File: config.mk
export PLATFORM = sky130hd
export DESIGN_NAME = mod_writeback_flat
export DESIGN_NICKNAME = d
export VERILOG_FILES = /design/src/rtl/mod_writeback_pkg.sv /design/src/rtl/mod_writeback_if.sv /design/src/rtl/mod_writeback_regfile.sv /design/src/rtl/mod_writeback.sv /design/src/flat_wrapper.sv
export SDC_FILE = /design/constraint.sdc
export NUM_CORES = 2
export LEC_CHECK = 0
export BUFFER_PORTS_ARGS = -buffer_cell sky130_fd_sc_hd__buf_2
export CORE_MARGIN = 2
export CORE_UTILIZATION = 25
export DETAILED_ROUTE_END_ITERATION = 6
export GPL_TIMING_DRIVEN = 1
export HOLD_SLACK_MARGIN = 0.1
export MAX_ROUTING_LAYER = met4
export PLACE_DENSITY_LB_ADDON = 0.25
export SYNTH_ARGS = -nofsm -noshare
export SYNTH_HDL_FRONTEND = slang
export SYNTH_SLANG_ARGS = --single-unit
export TNS_END_PERCENT = 50
File: constraint.sdc
create_clock -name clk -period 11.53 [get_ports clk]
set_input_delay 0 -clock clk [delete_from_list [all_inputs] [get_ports clk]]
set_output_delay 0 -clock clk [all_outputs]
set_load 0.1 [all_outputs]
File: src/rtl/mod_writeback_pkg.sv
// -----------------------------------------------------------------------------
// mod_writeback_pkg
// Shared types and constants for the writeback stage and its register file.
//   flags_reg   : RFLAGS layout (64 bits, only the low 12 bits architected)
//   MEM_EX      : instruction bundle captured from execute on a transfer
//   wb_state_e  : writeback sequencing states
//   OP_IMUL     : opcode of the two-result multiply (RAX + RDX)
//   REG_RAX/RDX : fixed destinations used by IMUL
// Optional build macro consumed by users of this package: WB_BYPASS_EN.
// -----------------------------------------------------------------------------
package mod_writeback_pkg;

    localparam int NUM_REGS = 16;

    typedef struct packed {
        logic [51:0] res_hi;
        logic        of_f;
        logic        df_f;
        logic        if_f;
        logic        tf_f;
        logic        sf_f;
        logic        zf_f;
        logic        res_5;
        logic        af_f;
        logic        res_3;
        logic        pf_f;
        logic        res_1;
        logic        cf_f;
    } flags_reg;

    // Only the always-one reserved bit is set out of reset.
    localparam flags_reg FLAGS_RESET = flags_reg'(64'h2);

    localparam logic [7:0] OP_IMUL = 8'd247;

    localparam logic [3:0] REG_RAX = 4'd0;
    localparam logic [3:0] REG_RDX = 4'd2;

    typedef struct packed {
        logic [7:0]  opcode;
        logic [1:0]  dep;
        logic [3:0]  reg_byte;
        logic [3:0]  rm_byte;
        logic        sim_end;
        logic        wen;
        logic [63:0] alu_result;
        logic [63:0] alu_ext_result;
        logic [63:0] rip;
        flags_reg    flags;
        logic        flags_we;
    } MEM_EX;

    typedef enum logic [1:0] {
        WB_IDLE     = 2'd0,
        WB_WRITE    = 2'd1,
        WB_WRITE_HI = 2'd2,
        WB_DONE     = 2'd3
    } wb_state_e;

    // An IMUL only needs the RDX cycle when it actually writes registers.
    function automatic logic needs_write_hi(input MEM_EX m);
        return (m.opcode == OP_IMUL) && m.wen;
    endfunction

    // dep==2 means the ModRM reg field names the destination.
    function automatic logic [3:0] dest_reg(input MEM_EX m);
        return (m.dep == 2'd2) ? m.reg_byte : m.rm_byte;
    endfunction

endpackage

File: src/rtl/mod_writeback_if.sv
// -----------------------------------------------------------------------------
// mod_writeback_if
// Execute -> writeback handshake bundle.
//   ex_valid / wb_ready : transfer when both are high at a rising edge
//   ex_*                : instruction control, results, PC and flags
// Modports: master = execute side (drives ex_*), slave = writeback side.
// -----------------------------------------------------------------------------
interface mod_writeback_if;
    import mod_writeback_pkg::*;

    logic        ex_valid;
    logic        wb_ready;
    logic        ex_wen;
    logic [7:0]  ex_opcode;
    logic [1:0]  ex_dep;
    logic [3:0]  ex_regByte;
    logic [3:0]  ex_rmByte;
    logic        ex_sim_end;
    logic [63:0] ex_alu_result;
    logic [63:0] ex_alu_ext_result;
    logic [63:0] ex_rip;
    flags_reg    ex_flags;
    logic        ex_flags_we;

    modport master (
        output ex_valid, ex_wen, ex_opcode, ex_dep, ex_regByte, ex_rmByte,
               ex_sim_end, ex_alu_result, ex_alu_ext_result, ex_rip,
               ex_flags, ex_flags_we,
        input  wb_ready
    );

    modport slave (
        input  ex_valid, ex_wen, ex_opcode, ex_dep, ex_regByte, ex_rmByte,
               ex_sim_end, ex_alu_result, ex_alu_ext_result, ex_rip,
               ex_flags, ex_flags_we,
        output wb_ready
    );

endinterface

File: src/rtl/mod_writeback_regfile.sv
// -----------------------------------------------------------------------------
// mod_regfile
// 16 x 64-bit architectural register file, one write port, two combinational
// read ports.
//   clk, reset_n        : clock, synchronous active-low reset (clears all regs)
//   we, waddr, wdata    : write port, committed on the rising edge
//   rd_addr_a/b         : read addresses
//   rd_data_a/b         : read data
// Build macro WB_BYPASS_EN: when defined, a read that hits the register being
// written this cycle returns the write data; otherwise it returns the stored
// value and decode is expected to stall on the dependency.
// -----------------------------------------------------------------------------
module mod_regfile
    import mod_writeback_pkg::*;
(
    input  logic        clk,
    input  logic        reset_n,
    input  logic        we,
    input  logic [3:0]  waddr,
    input  logic [63:0] wdata,
    input  logic [3:0]  rd_addr_a,
    input  logic [3:0]  rd_addr_b,
    output logic [63:0] rd_data_a,
    output logic [63:0] rd_data_b
);

    logic [63:0] mem_q [NUM_REGS];
    logic [63:0] mem_d [NUM_REGS];

    always_comb begin
        mem_d = mem_q;
        if (we) begin
            mem_d[waddr] = wdata;
        end
    end

    always_ff @(posedge clk) begin
        if (!reset_n) begin
            for (int i = 0; i < NUM_REGS; i++) begin
                mem_q[i] <= 64'd0;
            end
        end else begin
            mem_q <= mem_d;
        end
    end

    always_comb begin
`ifdef WB_BYPASS_EN
        rd_data_a = (we && (waddr == rd_addr_a)) ? wdata : mem_q[rd_addr_a];
        rd_data_b = (we && (waddr == rd_addr_b)) ? wdata : mem_q[rd_addr_b];
`else
        rd_data_a = mem_q[rd_addr_a];
        rd_data_b = mem_q[rd_addr_b];
`endif
    end

endmodule

File: src/rtl/mod_writeback.sv
// -----------------------------------------------------------------------------
// mod_writeback
// Writeback stage: captures a completed instruction from execute, writes its
// result(s) into the register file, updates RFLAGS and retirement state.
//   clk, reset_n             : clock, synchronous active-low reset
//   ex (slave)               : execute handshake and instruction bundle
//   rd_addr_a/b, rd_data_a/b : register-file read ports for decode
//   rflags_seq               : architectural flags
//   retired_count/rip        : retired-instruction count and last retired PC
//   sim_done                 : sticky, the sim_end instruction has retired
// Build macro WB_BYPASS_EN enables write-to-read bypass in mod_regfile.
// -----------------------------------------------------------------------------
module mod_writeback
    import mod_writeback_pkg::*;
(
    input  logic            clk,
    input  logic            reset_n,
    mod_writeback_if.slave  ex,
    input  logic [3:0]      rd_addr_a,
    input  logic [3:0]      rd_addr_b,
    output logic [63:0]     rd_data_a,
    output logic [63:0]     rd_data_b,
    output flags_reg        rflags_seq,
    output logic [63:0]     retired_count,
    output logic [63:0]     retired_rip,
    output logic            sim_done
);

    wb_state_e   state_q, state_d;
    MEM_EX       wb_q, wb_d;
    flags_reg    rflags_q, rflags_d;
    logic [63:0] retired_count_q, retired_count_d;
    logic [63:0] retired_rip_q, retired_rip_d;
    logic        sim_done_q, sim_done_d;

    logic        wb_ready;
    logic        transfer;
    logic        rf_we;
    logic [3:0]  rf_waddr;
    logic [63:0] rf_wdata;

    // A WRITE cycle can overlap the next transfer only if it is the last
    // cycle of its instruction and does not end the simulation.
    always_comb begin
        wb_ready = 1'b0;
        case (state_q)
            WB_IDLE:  wb_ready = 1'b1;
            WB_WRITE: wb_ready = !(needs_write_hi(wb_q) || wb_q.sim_end);
            default:  wb_ready = 1'b0;
        endcase
        if (!reset_n) begin
            wb_ready = 1'b0;
        end
    end

    assign ex.wb_ready = wb_ready;
    assign transfer    = ex.ex_valid && wb_ready;

    always_comb begin
        state_d         = state_q;
        wb_d            = wb_q;
        rflags_d        = rflags_q;
        retired_count_d = retired_count_q;
        retired_rip_d   = retired_rip_q;
        sim_done_d      = sim_done_q;
        rf_we           = 1'b0;
        rf_waddr        = 4'd0;
        rf_wdata        = 64'd0;

        if (transfer) begin
            wb_d.opcode         = ex.ex_opcode;
            wb_d.dep            = ex.ex_dep;
            wb_d.reg_byte       = ex.ex_regByte;
            wb_d.rm_byte        = ex.ex_rmByte;
            wb_d.sim_end        = ex.ex_sim_end;
            wb_d.wen            = ex.ex_wen;
            wb_d.alu_result     = ex.ex_alu_result;
            wb_d.alu_ext_result = ex.ex_alu_ext_result;
            wb_d.rip            = ex.ex_rip;
            wb_d.flags          = ex.ex_flags;
            wb_d.flags_we       = ex.ex_flags_we;
        end

        case (state_q)
            WB_IDLE: begin
                if (transfer) begin
                    state_d = WB_WRITE;
                end
            end

            WB_WRITE: begin
                if (wb_q.wen) begin
                    rf_we    = 1'b1;
                    rf_waddr = needs_write_hi(wb_q) ? REG_RAX : dest_reg(wb_q);
                    rf_wdata = wb_q.alu_result;
                end
                if (wb_q.flags_we) begin
                    rflags_d = wb_q.flags;
                end
                if (needs_write_hi(wb_q)) begin
                    state_d = WB_WRITE_HI;
                end else begin
                    retired_count_d = retired_count_q + 64'd1;
                    retired_rip_d   = wb_q.rip;
                    if (wb_q.sim_end) begin
                        state_d    = WB_DONE;
                        sim_done_d = 1'b1;
                    end else if (transfer) begin
                        state_d = WB_WRITE;
                    end else begin
                        state_d = WB_IDLE;
                    end
                end
            end

            WB_WRITE_HI: begin
                rf_we           = 1'b1;
                rf_waddr        = REG_RDX;
                rf_wdata        = wb_q.alu_ext_result;
                retired_count_d = retired_count_q + 64'd1;
                retired_rip_d   = wb_q.rip;
                if (wb_q.sim_end) begin
                    state_d    = WB_DONE;
                    sim_done_d = 1'b1;
                end else begin
                    state_d = WB_IDLE;
                end
            end

            WB_DONE: begin
                state_d = WB_DONE;
            end

            default: begin
                state_d = WB_IDLE;
            end
        endcase
    end

    always_ff @(posedge clk) begin
        if (!reset_n) begin
            state_q         <= WB_IDLE;
            rflags_q        <= FLAGS_RESET;
            retired_count_q <= 64'd0;
            retired_rip_q   <= 64'd0;
            sim_done_q      <= 1'b0;
        end else begin
            state_q         <= state_d;
            rflags_q        <= rflags_d;
            retired_count_q <= retired_count_d;
            retired_rip_q   <= retired_rip_d;
            sim_done_q      <= sim_done_d;
        end
    end

    // The captured bundle is only consulted in WRITE/WRITE_HI, which are
    // always entered through a transfer, so it needs no reset.
    always_ff @(posedge clk) begin
        wb_q <= wb_d;
    end

    assign rflags_seq    = rflags_q;
    assign retired_count = retired_count_q;
    assign retired_rip   = retired_rip_q;
    assign sim_done      = sim_done_q;

    mod_regfile u_regfile (
        .clk       (clk),
        .reset_n   (reset_n),
        .we        (rf_we),
        .waddr     (rf_waddr),
        .wdata     (rf_wdata),
        .rd_addr_a (rd_addr_a),
        .rd_addr_b (rd_addr_b),
        .rd_data_a (rd_data_a),
        .rd_data_b (rd_data_b)
    );

endmodule

File: src/flat_wrapper.sv
// flat-port wrapper written by rule: the top's interface ports become plain ports
module mod_writeback_flat import mod_writeback_pkg::*;
  (clk, reset_n, rd_addr_a, rd_addr_b, rd_data_a, rd_data_b, rflags_seq, retired_count, retired_rip, sim_done, ex_ex_valid, ex_ex_wen, ex_ex_opcode, ex_ex_dep, ex_ex_regByte, ex_ex_rmByte, ex_ex_sim_end, ex_ex_alu_result, ex_ex_alu_ext_result, ex_ex_rip, ex_ex_flags, ex_ex_flags_we, ex_wb_ready);
  mod_writeback_if ex_i ();
  input  logic clk;
  input  logic reset_n;
  input  logic [3:0] rd_addr_a;
  input  logic [3:0] rd_addr_b;
  output logic [63:0] rd_data_a;
  output logic [63:0] rd_data_b;
  output flags_reg rflags_seq;
  output logic [63:0] retired_count;
  output logic [63:0] retired_rip;
  output logic sim_done;
  input wire logic [$bits(ex_i.ex_valid)-1:0] ex_ex_valid;
  input wire logic [$bits(ex_i.ex_wen)-1:0] ex_ex_wen;
  input wire logic [$bits(ex_i.ex_opcode)-1:0] ex_ex_opcode;
  input wire logic [$bits(ex_i.ex_dep)-1:0] ex_ex_dep;
  input wire logic [$bits(ex_i.ex_regByte)-1:0] ex_ex_regByte;
  input wire logic [$bits(ex_i.ex_rmByte)-1:0] ex_ex_rmByte;
  input wire logic [$bits(ex_i.ex_sim_end)-1:0] ex_ex_sim_end;
  input wire logic [$bits(ex_i.ex_alu_result)-1:0] ex_ex_alu_result;
  input wire logic [$bits(ex_i.ex_alu_ext_result)-1:0] ex_ex_alu_ext_result;
  input wire logic [$bits(ex_i.ex_rip)-1:0] ex_ex_rip;
  input wire logic [$bits(ex_i.ex_flags)-1:0] ex_ex_flags;
  input wire logic [$bits(ex_i.ex_flags_we)-1:0] ex_ex_flags_we;
  output wire logic [$bits(ex_i.wb_ready)-1:0] ex_wb_ready;
  assign ex_i.ex_valid = ex_ex_valid;
  assign ex_i.ex_wen = ex_ex_wen;
  assign ex_i.ex_opcode = ex_ex_opcode;
  assign ex_i.ex_dep = ex_ex_dep;
  assign ex_i.ex_regByte = ex_ex_regByte;
  assign ex_i.ex_rmByte = ex_ex_rmByte;
  assign ex_i.ex_sim_end = ex_ex_sim_end;
  assign ex_i.ex_alu_result = ex_ex_alu_result;
  assign ex_i.ex_alu_ext_result = ex_ex_alu_ext_result;
  assign ex_i.ex_rip = ex_ex_rip;
  assign ex_i.ex_flags = ex_ex_flags;
  assign ex_i.ex_flags_we = ex_ex_flags_we;
  assign ex_wb_ready = ex_i.wb_ready;
  mod_writeback u_core (.clk(clk), .reset_n(reset_n), .ex(ex_i), .rd_addr_a(rd_addr_a), .rd_addr_b(rd_addr_b), .rd_data_a(rd_data_a), .rd_data_b(rd_data_b), .rflags_seq(rflags_seq), .retired_count(retired_count), .retired_rip(retired_rip), .sim_done(sim_done));
endmodule
==> metrics.txt <==
power per cell area=165 nW/um^2; Post-synth ARST share=0%; Pre-Repair DR Iteration Count=6; Core Area=271000 sq um; Final Max Tran Viols=0; aggregate global-route resource usage=17.5%; Seq/Total Area, Yosys=47.9%; initial core utilization=25.2%; flop-to-flop setup slack=around 6.6 ns; clock transition at the registers of the reported paths=0.06 ns; H-tree depth=4; Switching Share=32.5%; Psw=4.61 mW; CTS Buf Count=182; Max FO, Critical Path=32; Hold WS=around 0.26 ns; Max Cap Viol=0; commonest non-fill, non-tap cell in the layout=nand2_1; crit path kind=flop to flop; initial antenna violation count=35; Total Wirelength=243 mm; cts repair resizes=0; via count=around 49k; RSZ-0062 raised after global routing=false; CTS Buffer Depth=4; Pwr Total=~14 mW; Root Buffer=clkbuf_16; DP Area=74300 sq um; WL/cell=23.7 um; Final nets=6792; Design Area, Final=85700 sq um; Syn Area/Cell=12.2 sq um; Mapped Area=68300 sq um; Max-slew headroom=15.9%; DRT met1 WL=103 mm; DP Worst Slack=6.43 ns; FMAX=0.203 GHz; Ports=610; highest routed layer=met4; leading area contributor after synthesis=dfxtp_1; top cell type's share of synthesized area=35.7%; CTS tree=yes; Tmin final=4.93 ns; most frequent cells in the layout=1377 x nand2_1, 1219 x dfxtp_1, 1029 x mux2i_1, 640 x mux4_2, 600 x buf_2; Hold Crit Class=input pin to flop; LEAKAGE=31.3 nW; Synth Flop Type=dfxtp_1; 1st-iter DRT viols=2996; number of placement rows=191; setup bufs post-CTS=0; status=finished, final reports clean; Seq cells post-synth=1496; HPWL after DPL=between 100 and 150 mm; CP Data Arrival Time=5.66 ns; clk_skew=approximately 0.06 ns; final setup TNS=0 ns; Setup violations, final=0; number of synthesized flops with an enable pin=approximately 280; critical path required time=12.25 ns; yosys warns=0; Worst Slack Setup Final=6.60 ns; Reg power frac=40.8%; Syn Nets=between 5k and 6k; Final ANT Viol Nets=0; cts hold-fix bufs=between 500 and 600; wire length on met3=between 10 and 15 mm; synthesized instance count=~5.6k; final hold violations=0; Die Width=527 um; die area=277000 sq um; gpl congestion=0.869; DR vias/cell=approximately 4.8; worst-skew pair later-pin latency=roughly 0.85 ns; # port buffers=609; Area contributors post-synth=dfxtp_1 36%, mux4_2 21%, mux2i_1 15%; largest net degree at the start of global routing=192; # clock sinks=approximately 1.5k; Area Growth Syn to Fin=25.6%; drc violations=0; post-synth cell types=57; Combinational Power Share=between 10% and 20%; first-pass GRT wire length=~350 mm; clock share of power=39.8%; Chip Height=around 530 um; Crit. End Element=flop; via count of the first global-routing pass=50.7k; crit start category=flop; grt ovf=0; Max VDD drop=approximately 150 uV; met2 wire length=about 120 mm; Worst Max-Slew Pin Slew=1.26 ns; share of cells above drive strength 1=24.3%; P_int=9.58 mW; Tcrit/Tclk final=42.8%
==> metrics by stage <==
step / cells / util, %
2_1_floorplan: 5597 / -
3_3_place_gp: 9328 / 27.4
3_5_place_dp: 9328 / 27.4
4_1_cts: 10200 / 31.6
5_1_grt: 10200 / 31.6
6_report: 10200 / 31.6
==> Yosys cell counts, drive strengths merged, types with 2 or more instances <==
library cell,instances
nor2b,2
o31ai,12
edfxtp,277
mux2i,1029
nand4b,4
nor3b,2
xnor2,19
and4,7
or2,2
buf,199
nand2,1379
o21ai,23
nand3,29
o311ai,2
inv,9
nand4,23
nor3,27
ha,5
nor4b,2
or3,23
mux4,640
and2,8
xor2,7
clkbuf,316
o41ai,6
a2111oi,2
nor4,19
and3,7
nand2b,4
dfxtp,1219
nor2,37
a22o,64
a21oi,164
o21a,4
or4,12
==> worst max-delay path, stage by stage, from the launching register on <==
cell	delay [ns]
dfxtp_1	0.33
inv_1	0.09
ha_1	0.55
and3_4	0.64
o21ai_2	0.21
or3_4	0.47
nor3_2	0.64
buf_4	0.84
buf_4	0.71
mux2i_1	0.26
==> registers in the layout, indices dropped and copies added, names as in the netlist <==
name and count:
u_core.retired_count 64, u_core.retired_rip 64, u_core.rflags_seq 64, u_core.sim_done 1
u_core.state_q 2, u_core.u_regfile.mem_q 1024, u_core.wb_q 277
==> metal layers <==
layer,GRT usage [%],vias to the layer above
li1,-,22300
met1,21.3,25100
met2,28.2,1325
met3,3.98,383
met4,6.09,0
met5,-,-
==> final timing paths <==
| kind | end | cells after the start | start |
|---|---|---|---|
| max | u_core.u_regfile.mem_q[337]$_SDFFE_PN0P_ | 9 | u_core.state_q[1]$_SDFFE_PN0P_ |
| min | u_core.rflags_seq[1]$_SDFFE_PN1P_ | 3 | reset_n |
| max reg2reg | u_core.u_regfile.mem_q[337]$_SDFFE_PN0P_ | 9 | u_core.state_q[1]$_SDFFE_PN0P_ |
| min reg2reg | u_core.retired_rip[0]$_SDFFE_PN0P_ | 2 | u_core.retired_rip[0]$_SDFFE_PN0P_ |
==> power by group through the flow <==
| stage | Combinational [mW] | Sequential, mW | Clock, mW |
|---|---|---|---|
| floorplan | 1.01 | 6.74 | 0 |
| global placement | 2.63 | 5.89 | 0 |
| detailed placement | 2.64 | 5.90 | 0 |
| CTS | 2.79 | 5.79 | 5.81 |
| global route | 2.89 | 5.81 | 6.00 |
| finish | 2.75 | 5.79 | 5.64 |
==> logic make-up (layout without fill, tap and decap cells) <==
group	count (synthesis)	count (layout)	share of synthesized area [%]
flip-flops	1496	1496	47.9
AND/OR/NAND/NOR	1590	1590	9.40
AO/OA/AOI/OAI	285	285	2.60
XOR/XNOR	26	26	0.334
buffers and inverters	525	1567	3.43
other	0	29	0
adder cells (fa/ha/maj)	5	5	0.0916
multiplexers	1670	1670	36.2
==> layout make-up <==
class	instances	area [sq um]
clock inverter	55	549
timing repair buffer	1234	9360
sequential	1496	32700
fill	27000	186000
multi-input combinational	3576	33300
clock buffer	269	5190
inverter	9	38.8
tap	3570	4470
antenna	29	72.6
No activity file was read; power rests on OpenSTA's default activity.
